--- src/rtl/a0_uart_pkg.sv ---
// a0_uart_tx shared types and framing constants.
// Word framing: four 8N1 bytes, LSB first.
package a0_uart_pkg;

  typedef enum logic [1:0] {
    IDLE,
    START,
    DATA,
    STOP
  } uart_state_e;

  localparam int BITS_PER_BYTE  = 8;
  localparam int BYTES_PER_WORD = 4;

endpackage

--- src/rtl/sync_fifo.sv ---
// Small synchronous FIFO with show-ahead read.
// Callers gate push on !full and pop on !empty.
module sync_fifo #(
  parameter int WIDTH = 32,
  parameter int DEPTH = 4
) (
  input  logic             clk,
  input  logic             rst,
  input  logic             push,
  input  logic             pop,
  input  logic [WIDTH-1:0] wdata,
  output logic             full,
  output logic             empty,
  output logic [WIDTH-1:0] rdata
);

  localparam int AW = $clog2(DEPTH);

  logic [WIDTH-1:0] mem_q [DEPTH];
  logic [AW-1:0]    wptr_q;
  logic [AW-1:0]    rptr_q;
  logic [AW:0]      count_q;

  always_ff @(posedge clk) begin
    if (rst) begin
      wptr_q  <= '0;
      rptr_q  <= '0;
      count_q <= '0;
    end else begin
      if (push) wptr_q <= wptr_q + 1'b1;
      if (pop)  rptr_q <= rptr_q + 1'b1;
      case ({push, pop})
        2'b10:   count_q <= count_q + 1'b1;
        2'b01:   count_q <= count_q - 1'b1;
        default: count_q <= count_q;
      endcase
    end
  end

  always_ff @(posedge clk) begin
    if (push) mem_q[wptr_q] <= wdata;
  end

  assign full  = (count_q == (AW+1)'(DEPTH));
  assign empty = (count_q == '0);
  assign rdata = mem_q[rptr_q];

endmodule

--- src/rtl/a0_uart_tx.sv ---
// Streams every change of the CPU a0 register out of a UART TX line,
// buffered through a small FIFO, as four 8N1 bytes LSB first.
module a0_uart_tx
  import a0_uart_pkg::*;
#(
  parameter int DATA_WIDTH   = 32,
  parameter int CLKS_PER_BIT = 868,
  parameter int FIFO_DEPTH   = 4
) (
  input  logic                  clk,
  input  logic                  rst,
  input  logic [DATA_WIDTH-1:0] a0,
  output logic                  tx,
  output logic                  busy,
  output logic                  overflow
);

  localparam int CW = (CLKS_PER_BIT > 1) ? $clog2(CLKS_PER_BIT) : 1;
  localparam logic [CW-1:0] BAUD_LAST = CW'(CLKS_PER_BIT - 1);
  localparam logic [2:0]    BIT_LAST  = 3'(BITS_PER_BYTE - 1);
  localparam logic [1:0]    BYTE_LAST = 2'(BYTES_PER_WORD - 1);

  uart_state_e           state_q, state_d;
  logic [CW-1:0]         baud_q, baud_d;
  logic [2:0]            bit_q, bit_d;
  logic [1:0]            byte_q, byte_d;
  logic [DATA_WIDTH-1:0] shreg_q, shreg_d;
  logic [DATA_WIDTH-1:0] a0_prev_q;
  logic                  tx_q, tx_d;
  logic                  ovf_q, ovf_d;

  logic                  change;
  logic                  push;
  logic                  pop;
  logic                  fifo_full;
  logic                  fifo_empty;
  logic [DATA_WIDTH-1:0] fifo_rdata;
  logic                  baud_end;
  logic [BITS_PER_BYTE-1:0] cur_byte;

  // Full is the start-of-cycle view, so a same-cycle pop never rescues a push.
  assign change = (a0 != a0_prev_q);
  assign push   = change & ~fifo_full;
  assign ovf_d  = ovf_q | (change & fifo_full);

  sync_fifo #(
    .WIDTH (DATA_WIDTH),
    .DEPTH (FIFO_DEPTH)
  ) u_fifo (
    .clk   (clk),
    .rst   (rst),
    .push  (push),
    .pop   (pop),
    .wdata (a0),
    .full  (fifo_full),
    .empty (fifo_empty),
    .rdata (fifo_rdata)
  );

  assign baud_end = (baud_q == BAUD_LAST);

  always_comb begin
    state_d = state_q;
    baud_d  = baud_q + 1'b1;
    bit_d   = bit_q;
    byte_d  = byte_q;
    shreg_d = shreg_q;
    pop     = 1'b0;
    unique case (state_q)
      IDLE: begin
        baud_d = '0;
        if (!fifo_empty) begin
          pop     = 1'b1;
          shreg_d = fifo_rdata;
          byte_d  = '0;
          state_d = START;
        end
      end
      START: begin
        if (baud_end) begin
          baud_d  = '0;
          bit_d   = '0;
          state_d = DATA;
        end
      end
      DATA: begin
        if (baud_end) begin
          baud_d = '0;
          if (bit_q == BIT_LAST) state_d = STOP;
          else                   bit_d   = bit_q + 1'b1;
        end
      end
      STOP: begin
        if (baud_end) begin
          baud_d = '0;
          if (byte_q == BYTE_LAST) begin
            state_d = IDLE;
          end else begin
            byte_d  = byte_q + 1'b1;
            shreg_d = shreg_q >> BITS_PER_BYTE;
            state_d = START;
          end
        end
      end
      default: state_d = IDLE;
    endcase
  end

  // Line level is computed from the next state so tx leaves a flop.
  assign cur_byte = shreg_d[BITS_PER_BYTE-1:0];

  always_comb begin
    tx_d = 1'b1;
    case (state_d)
      START:   tx_d = 1'b0;
      DATA:    tx_d = cur_byte[bit_d];
      default: tx_d = 1'b1;
    endcase
  end

  always_ff @(posedge clk) begin
    if (rst) begin
      state_q   <= IDLE;
      baud_q    <= '0;
      bit_q     <= '0;
      byte_q    <= '0;
      shreg_q   <= '0;
      a0_prev_q <= '0;
      tx_q      <= 1'b1;
      ovf_q     <= 1'b0;
    end else begin
      state_q   <= state_d;
      baud_q    <= baud_d;
      bit_q     <= bit_d;
      byte_q    <= byte_d;
      shreg_q   <= shreg_d;
      a0_prev_q <= a0;
      tx_q      <= tx_d;
      ovf_q     <= ovf_d;
    end
  end

  assign tx       = tx_q;
  assign overflow = ovf_q;
  assign busy     = (state_q != IDLE) | ~fifo_empty;

endmodule

--- config.mk ---
export PLATFORM = sky130hd
export DESIGN_NAME = a0_uart_tx
export DESIGN_NICKNAME = d
export VERILOG_FILES = /design/src/rtl/a0_uart_pkg.sv /design/src/rtl/sync_fifo.sv /design/src/rtl/a0_uart_tx.sv
export SDC_FILE = /design/constraint.sdc
export NUM_CORES = 1
export LEC_CHECK = 0
export BUFFER_PORTS_ARGS = -buffer_cell sky130_fd_sc_hd__buf_4
export CORE_MARGIN = 1.5
export CORE_UTILIZATION = 40
export CTS_BUF_LIST = sky130_fd_sc_hd__clkbuf_8
export DETAILED_ROUTE_END_ITERATION = 12
export PLACE_DENSITY = 0.6
export SYNTH_ARGS = -nofsm -noshare
export SYNTH_HDL_FRONTEND = slang
export SYNTH_SLANG_ARGS = --single-unit
--- constraint.sdc ---
create_clock -name clk -period 3 [get_ports clk]
set_input_delay 0.6 -clock clk [delete_from_list [all_inputs] [get_ports clk]]
set_output_delay 0.6 -clock clk [all_outputs]
set_load 0.02 [all_outputs]
==> results.toml, run 1 <==
[synth]
synth_area_leader_cell = "edfxtp_1"
ys_types = 55
synth_most_common_cell = "edfxtp_1"
netlist_area_mm2 = 0.00888
yosysWarnings = 0
syn_area_per_cell_um2 = 13.8
ys_top_cells_by_area = "edfxtp_1 (43%), dfxtp_1 (21%), mux4_2 (8.1%)"
yosysSeqAreaShare = 0.640
ys_seq_elements = 220
synth_ff_type = "edfxtp_1"
async_flop_share = 0
synthesis.nets = 692
synth-edff-count = 128
yosysTopAreaCellShare = 0.433
synthCells = 644
synth_top_cells_by_count = "edfxtp_1 (128), dfxtp_1 (92), nor2_1 (72), nor2b_1 (43), xnor2_1 (37)"

[drt]
first_pass_iters = 4
wirelength_um = 19000
routed.top_layer = "met4"
drtIter0Drc = 291
wl_met2_um = 9590
met3RoutedLength_um = 690
routed_via_density = 5.20
drc_errors = 0
num_vias = 5287
avgRoutedWirePerCell_um = 18.7
ant_nets = 0
met1_length_um = 8260

[worst_hold_path]
hold_path.class = "input port to register"
hp-start = "a0[12]"

[status]
outcome = "complete, no violations"

[worst_setup_path]
r2r_start = "a0_prev_q[4]$_SDFF_PP0_"
critPathMaxFanout = 2
cp.required_ps = 3470
worstSetupStartpointType = "register"
cp-end-kind = "register"
path_class = "register to register"
crit_arrival_ps = 3310
startpoint = "a0_prev_q[4]$_SDFF_PP0_"

[floorplanning]
start_util = 0.407
coreArea_mm2 = 0.0218
pin_count = 37
dieArea_mm2 = 0.0231
num_rows = 54
die_w_um = 152
die_h_um = 152

[timing]
rsz0062_at_grt = "false"
post-route-min-period_ps = 2840
timing.fmax_ghz = 0.353
maxSlewViolCount = 0
maxSlewHeadroom = 0.364
setup_viol = 0
period_share = 0.945
tightest_slew_ps = 951
clock_skew_ps = 40.1
hold_viol_final = 0

[placed_design]
gp_congestion = 0.766
dp_hpwl_um = 12100
io_buffers = 36

[clocking]
cts_resized = 0
h-tree-depth = 2
cts_setup_buffers = 0
cts_root_buf = "clkbuf_8"
hold_buffers = 0
clockBufferDepth = 3
clkTransAtPathRegs_ps = 60
clkSinkCount = 220
clkLatencyLatePin_ps = 540
cts_buffers = 38
cts_tree = "built"

[run]
drv_cap = 0

[grt]
grt_max_degree = 41
grt_pass1_vias = 5477
antenna_found_initial = 0
grt.overflow.total = 0
grt_usage = 0.167
grt_pass1_wl_um = 30000

[pwr]
p_leak_nw = 3.57
peakVddDrop_mv = 0.474
power_mw = 8.92
power.density_mw_per_mm2 = 865

[layout]
drive_gt1_frac = 0.211
nets = 755
final_util = 0.473
area.growth.synth_to_final_pct = 16.2
diodes = 0
==> per-stage QoR <==
step	hold WS, ps	std cells	setup slack (ps)	cell area (um^2)	setup TNS, ps
2_1_floorplan	426	644	334	8880	0
3_3_place_gp	438	947	-319	9590	-430
3_5_place_dp	445	947	-350	9590	-480
4_1_cts	255	1016	52.9	10300	0
5_1_grt	268	1016	12.8	10300	0
6_report	278	1016	165	10300	0
==> registers in the layout, summed over array words and instances, names as in the netlist, named ones only <==
register        flops
u_fifo.mem_q      128
a0_prev_q          32
shreg_q            32
baud_q             10
bit_q               3
u_fifo.count_q      3
byte_q              2
state_q             2
u_fifo.rptr_q       2
u_fifo.wptr_q       2
overflow            1
tx                  1
==> critical path: stages, from the launching register on <==
cell and delay (ps):
dfxtp_1 310, xnor2_1 320, nand4_1 220, nor4_2 360, buf_4 170, a22oi_1 80, inv_1 90, ha_1 160
inv_1 60, fa_1 380, xor2_1 160, or3_1 300, a21oi_1 150
==> routing by layer <==
| layer | global-route usage | vias to the layer above |
|---|---|---|
| met5 | 0 | - |
| met4 | 0.0592 | 0 |
| met3 | 0.0294 | 36 |
| met2 | 0.286 | 110 |
| met1 | 0.214 | 2627 |
| li1 | - | 2514 |
==> final cells by class <==
cell class	instances	area, um^2
clock buffers	40	551
clock inverters	29	173
fillers	1939	11500
inverters	12	45.0
multi-input cells	378	3030
flip-flops and latches	220	5690
well taps	280	350
repair buffers	57	478
==> final timing paths <==
path | cells past startpoint | endpoint | slack (ps)
worst max-delay path | 12 | u_fifo.count_q[2]$_SDFFE_PP0P_ | 160
worst min-delay path | 1 | u_fifo.mem_q[2][12]$_DFFE_PP_ | 280
worst max register to register | 12 | u_fifo.count_q[2]$_SDFFE_PP0P_ | 160
worst min register to register | 1 | baud_q[0]$_SDFF_PP0_ | 450
==> power by group <==
group          switching (mW)  total, mW  internal [mW]
sequential              0.226       4.01           3.79
clock                    1.21       2.56           1.34
combinational            1.38       2.35          0.971
==> cells by family (layout without fill, tap and decap cells) <==
kind of cell    after synthesis  after routing  share of synthesized area
xor+xnor                     45             45                     0.0444
flops                       220            220                      0.640
mux                          41             41                     0.0920
simple gates                193            193                      0.117
buf+inv                      46            138                     0.0201
compound gates               85             85                     0.0661
fa+ha+maj                    14             14                     0.0206
==> cell usage in the layout, fill, tap and decap left out, types with 2 or more instances in the layout <==
cell type and count:
nand2_1 20, clkinv_1 11, a222oi_1 4, nor3_1 19, a22o_1 5, xnor2_1 37, nor4_4 2, and2_1 5
nor4_2 2, nand4_1 9, clkbuf_8 40, edfxtp_1 128, mux4_2 32, nor2_1 72, xor2_1 8, buf_4 53
clkinv_2 5, mux2_1 3, mux2_2 2, nand3b_1 3, buf_12 4, nor2b_1 43, nand3_1 7, clkinvlp_4 3
mux2i_1 4, inv_1 19, or3_1 2, a221oi_1 2, o21ai_0 3, a22oi_1 19, dfxtp_1 91, a21oi_1 31
a211oi_1 6, ha_1 13
Power figures use the tool's default switching activity.
==> run 2: changes to the inputs <==
REMOVE_ABC_BUFFERS = 1   (was unset)
TNS_END_PERCENT = 20   (was unset)
==> run 2 against run 1 <==
Hold slack improved by 16 ps. Via count decreased by 0.19%. Final area decreased by 0.50%. Flip-flop and latch count unchanged. Largest cell class unchanged. Largest power group unchanged. Highest routed layer unchanged.
==> results.toml, run 2 (synthesis gave the netlist of run 1 again) <==
[layout]
diodes = 0
n_fill_cell = 1947
drive_gt1_frac = 0.211
seq_area_mm2 = 0.00569
largest_register_ffs = 128
layout_common_cells = "edfxtp_1 (128), dfxtp_1 (91), nor2_1 (72)"
regMostFlops = "u_fifo.mem_q"
multi_input_area_mm2 = 0.00303
area.growth.synth_to_final_pct = 15.6
nets = 756
layout_commonest_cell = "edfxtp_1"
reg_top3 = "u_fifo.mem_q: 128 flops, a0_prev_q: 32 flops, shreg_q: 32 flops"

[clocking]
h-tree-depth = 2
cts_setup_buffers = 0
hold_buffers = 0
cts_root_buf = "clkbuf_8"
cts_resized = 0
clkSinkCount = 220
clkTransAtPathRegs_ps = 60
clkLatencyLatePin_ps = 530
cts_tree = "built"
cts_buffers = 36
clockBufferDepth = 3

[pwr]
power.density_mw_per_mm2 = 860
power_mw = 8.83
p_leak_nw = 3.58
peakVddDrop_mv = 0.543

[grt]
met1_usage = 0.206
grt_pass1_vias = 5449
grt_usage = 0.160
grt.overflow.total = 0
grt_pass1_wl_um = 29400
antenna_found_initial = 0
use_met2 = 0.275
busiest_layer = "met2"
use_met3 = 0.0274
grt_max_degree = 52

[run]
drv_cap = 0

[worst_setup_path]
crit_top_cell = "inv_1"
cp.required_ps = 3460
path_cells = "xnor2_1, nand4_1, nor4_1, a22oi_1, inv_1, ha_1, inv_1, fa_1, xor2_1, or3_1, a21oi_1"
path_class = "register to register"
cp-end-kind = "register"
crit_arrival_ps = 3130
worstSetupStartpointType = "register"
critPathMaxFanout = 2
slowest_stage = "nor4_1"
critPathMaxStageDelay_ps = 470

[floorplanning]
start_util = 0.407
pin_count = 37
dieArea_mm2 = 0.0231
coreArea_mm2 = 0.0218
die_h_um = 152
die_w_um = 152
num_rows = 54

[timing]
maxSlewViolCount = 0
hold_viol_final = 0
period_share = 0.892
holdWs_ps = 295
rsz0062_at_grt = "false"
tns_ps = 0
maxSlewHeadroom = 0.178
tightest_slew_ps = 1230
setup_viol = 0
timing.fmax_ghz = 0.374
post-route-min-period_ps = 2680
clock_skew_ps = 14.1
setup_slack_ps = 324

[status]
outcome = "complete, no violations"

[placed_design]
place_ws_ps = -90.0
gp_congestion = 0.774
dp_hpwl_um = 12100
io_buffers = 36

[drt]
first_pass_iters = 5
ant_nets = 0
drc_errors = 0
num_vias = 5277
avgRoutedWirePerCell_um = 18.2
routed_via_density = 5.19
drtIter0Drc = 394
wirelength_um = 18500

[worst_hold_path]
hold_path.class = "input port to register"
run 2: changes by cell type in the layout (fill, tap and decap cells not counted):
cell / before / now
clkbuf_8: 40 / 41
inv_6: 0 / 1
buf_4: 53 / 60
buf_12: 4 / 0
clkinvlp_4: 3 / 1
nor4_1: 1 / 2
clkinv_8: 1 / 0
nor4_2: 2 / 1
clkinv_1: 11 / 9
clkinv_2: 5 / 4
inv_1: 19 / 20
run 2: area by class of cell:
class                           count  area share
Timing Repair Buffer               60      0.0439
Clock inverter                     25      0.0138
Sequential cell                   220       0.554
Clock buffer                       41      0.0550
Tap cell                          280      0.0341
Inverter                           12     0.00439
Multi-Input combinational cell    378       0.295
run 2: metal layers:
| layer | wire length (um) | vias to the layer above |
|---|---|---|
| met2 | 9360 | 102 |
| met3 | 648 | 36 |
| li1 | - | 2517 |
| met4 | 406 | 0 |
| met5 | 0 | - |
| met1 | 8070 | 2622 |
run 2: final timing paths:
kind	startpoint	to	slack (ps)	depth (start not counted)
min reg2reg	baud_q[0]$_SDFF_PP0_	baud_q[0]$_SDFF_PP0_	460	1
max	a0_prev_q[11]$_SDFF_PP0_	u_fifo.count_q[2]$_SDFFE_PP0P_	320	11
max reg2reg	a0_prev_q[11]$_SDFF_PP0_	u_fifo.count_q[2]$_SDFFE_PP0P_	320	11
min	a0[12]	u_fifo.mem_q[2][12]$_DFFE_PP_	290	1
run 2: report_power, final:
part	internal (mW)	total (mW)	switching (mW)
clock	1.35	2.52	1.17
combinational	0.922	2.29	1.37
sequential	3.79	4.02	0.234
total	6.06	8.83	2.77
run 2: worst max-delay path, delay by kind of cell, from the launching register on:
family / cells / cell delay (ps)
AND/OR/NAND/NOR: 3 / 990
XOR/XNOR: 2 / 340
flip-flops: 1 / 310
adder cells (fa/ha/maj): 2 / 530
AO/OA/AOI/OAI: 2 / 300
buffers and inverters: 2 / 150
run 2: metrics by stage:
step           cells  instance area (um^2)   util
6_report        1016                 10300  0.470
5_1_grt         1016                 10300  0.470
3_5_place_dp     950                  9560  0.438
4_1_cts         1016                 10300  0.470
3_3_place_gp     950                  9560  0.438
2_1_floorplan    610                  8750      -
==> run 3: changes to the inputs <==
CELL_PAD_IN_SITES_DETAIL_PLACEMENT = 0   (was unset)
CELL_PAD_IN_SITES_GLOBAL_PLACEMENT = 1   (was unset)
PLACE_DENSITY = 0.68   (was 0.6)
==> run 3 against run 2 <==
Cell count rose by 0.69%. Maximum frequency is 6.7% lower. Global-route usage grew 0.80 points.
==> results.toml, run 3 (synthesis gave the netlist of run 1 again) <==
[timing]
clock_skew_ps = 16.6
holdWs_ps = 297
hold_viol_final = 0
setup_viol = 0
maxSlewViolCount = 0
tns_ps = 0
maxSlewHeadroom = 0.166
timing.fmax_ghz = 0.349
tightest_slew_ps = 1250
setup_slack_ps = 131
post-route-min-period_ps = 2870
period_share = 0.956
rsz0062_at_grt = "false"

[floorplanning]
start_util = 0.407
pin_count = 37
dieArea_mm2 = 0.0231
die_w_um = 152
coreArea_mm2 = 0.0218
die_h_um = 152
num_rows = 54

[worst_setup_path]
critPathMaxFanout = 2
critPathMaxStageDelay_ps = 390
path_cells = "xnor2_2, nand4_1, nor4_4, buf_4, a22oi_1, inv_1, ha_1, inv_1, fa_1, xor2_1, or3_1, a21oi_1"
crit_top_cell = "inv_1"
cp.required_ps = 3440
crit_arrival_ps = 3310
slowest_stage = "nor4_4"
cp_top_family = "simple AND/OR/NAND/NOR gates"
path_class = "register to register"
cp-end-kind = "register"
path_buf_inv = 3
worstSetupStartpointType = "register"

[grt]
grt.overflow.total = 0
grt_max_degree = 50
antenna_found_initial = 0
grt_pass1_vias = 5543
grt_pass1_wl_um = 30300
grt_usage = 0.168

[placed_design]
io_buffers = 36
dp_hpwl_um = 12100
place_ws_ps = -625
postPlaceCellArea_mm2 = 0.00967
dp.cells = 954
gp_congestion = 0.805

[layout]
regMostFlops = "u_fifo.mem_q"
reg_top3 = "u_fifo.mem_q: 128 flops, a0_prev_q: 32 flops, shreg_q: 32 flops"
instances_no_fill = 1023
seq_area_mm2 = 0.00569
nets = 762
area.growth.synth_to_final_pct = 17.5
postLayoutCellArea_mm2 = 0.0104
diodes = 0
layout_commonest_cell = "edfxtp_1"
drive_gt1_frac = 0.218
multi_input_area_mm2 = 0.00307
layout_common_cells = "edfxtp_1 (128), dfxtp_1 (91), nor2_1 (72)"
largest_register_ffs = 128
n_fill_cell = 1955

[clocking]
cts_tree = "built"
cts_buffers = 38
hold_buffers = 0
clkLatencyLatePin_ps = 520
cts_setup_buffers = 0
clkSinkCount = 220
clockBufferDepth = 3
cts_resized = 4
cts_root_buf = "clkbuf_8"
h-tree-depth = 2
clkTransAtPathRegs_ps = 60

[pwr]
power.density_mw_per_mm2 = 859
peakVddDrop_mv = 0.366
p_leak_nw = 3.69

[drt]
wirelength_um = 19100
avgRoutedWirePerCell_um = 18.6
drtIter0Drc = 238
drc_errors = 0
first_pass_iters = 5
routed_via_density = 5.23
ant_nets = 0
num_vias = 5351

[run]
drv_cap = 0

[worst_hold_path]
hold_path.class = "input port to register"

[status]
outcome = "complete, no violations"
run 3: layout make-up:
class                   instances  area share
multi-input cells             378       0.294
repair buffers                 64      0.0532
well taps                     280      0.0336
inverters                      12     0.00432
flip-flops and latches        220       0.545
clock inverters                26      0.0131
clock buffers                  43      0.0567
run 3: metal layers:
| metal | track usage | up-vias | routed length, um |
|---|---|---|---|
| met2 | 0.284 | 99 | 9470 |
| met4 | 0.0546 | 0 | 316 |
| met5 | 0 | - | 0 |
| li1 | - | 2533 | - |
| met1 | 0.217 | 2690 | 8500 |
| met3 | 0.0325 | 29 | 778 |
run 3: worst reg2reg max path, stage by stage (launching register included):
cell,delay [ps]
dfxtp_1,320
xnor2_2,310
nand4_1,230
nor4_4,390
buf_4,170
a22oi_1,70
inv_1,90
ha_1,170
inv_1,60
fa_1,380
xor2_1,160
or3_1,300
a21oi_1,150
run 3: final timing paths:
path,startpoint,to,slack [ps],cells past startpoint
min,a0[29],u_fifo.mem_q[3][29]$_DFFE_PP_,300,1
min reg2reg,baud_q[0]$_SDFF_PP0_,baud_q[0]$_SDFF_PP0_,450,1
max,a0_prev_q[11]$_SDFF_PP0_,u_fifo.count_q[2]$_SDFFE_PP0P_,130,12
max reg2reg,a0_prev_q[11]$_SDFF_PP0_,u_fifo.count_q[2]$_SDFFE_PP0P_,130,12
run 3: through the flow:
stage	total power, mW	util
floorplan	5.53	-
global placement	6.42	0.443
detailed placement	6.50	0.443
CTS	9.09	0.478
global route	9.47	0.478
finish	8.96	0.478
run 3: power by group:
| part | switching, mW | internal, mW |
|---|---|---|
| logic | 1.40 | 0.992 |
| clock network | 1.16 | 1.40 |
| registers | 0.228 | 3.79 |
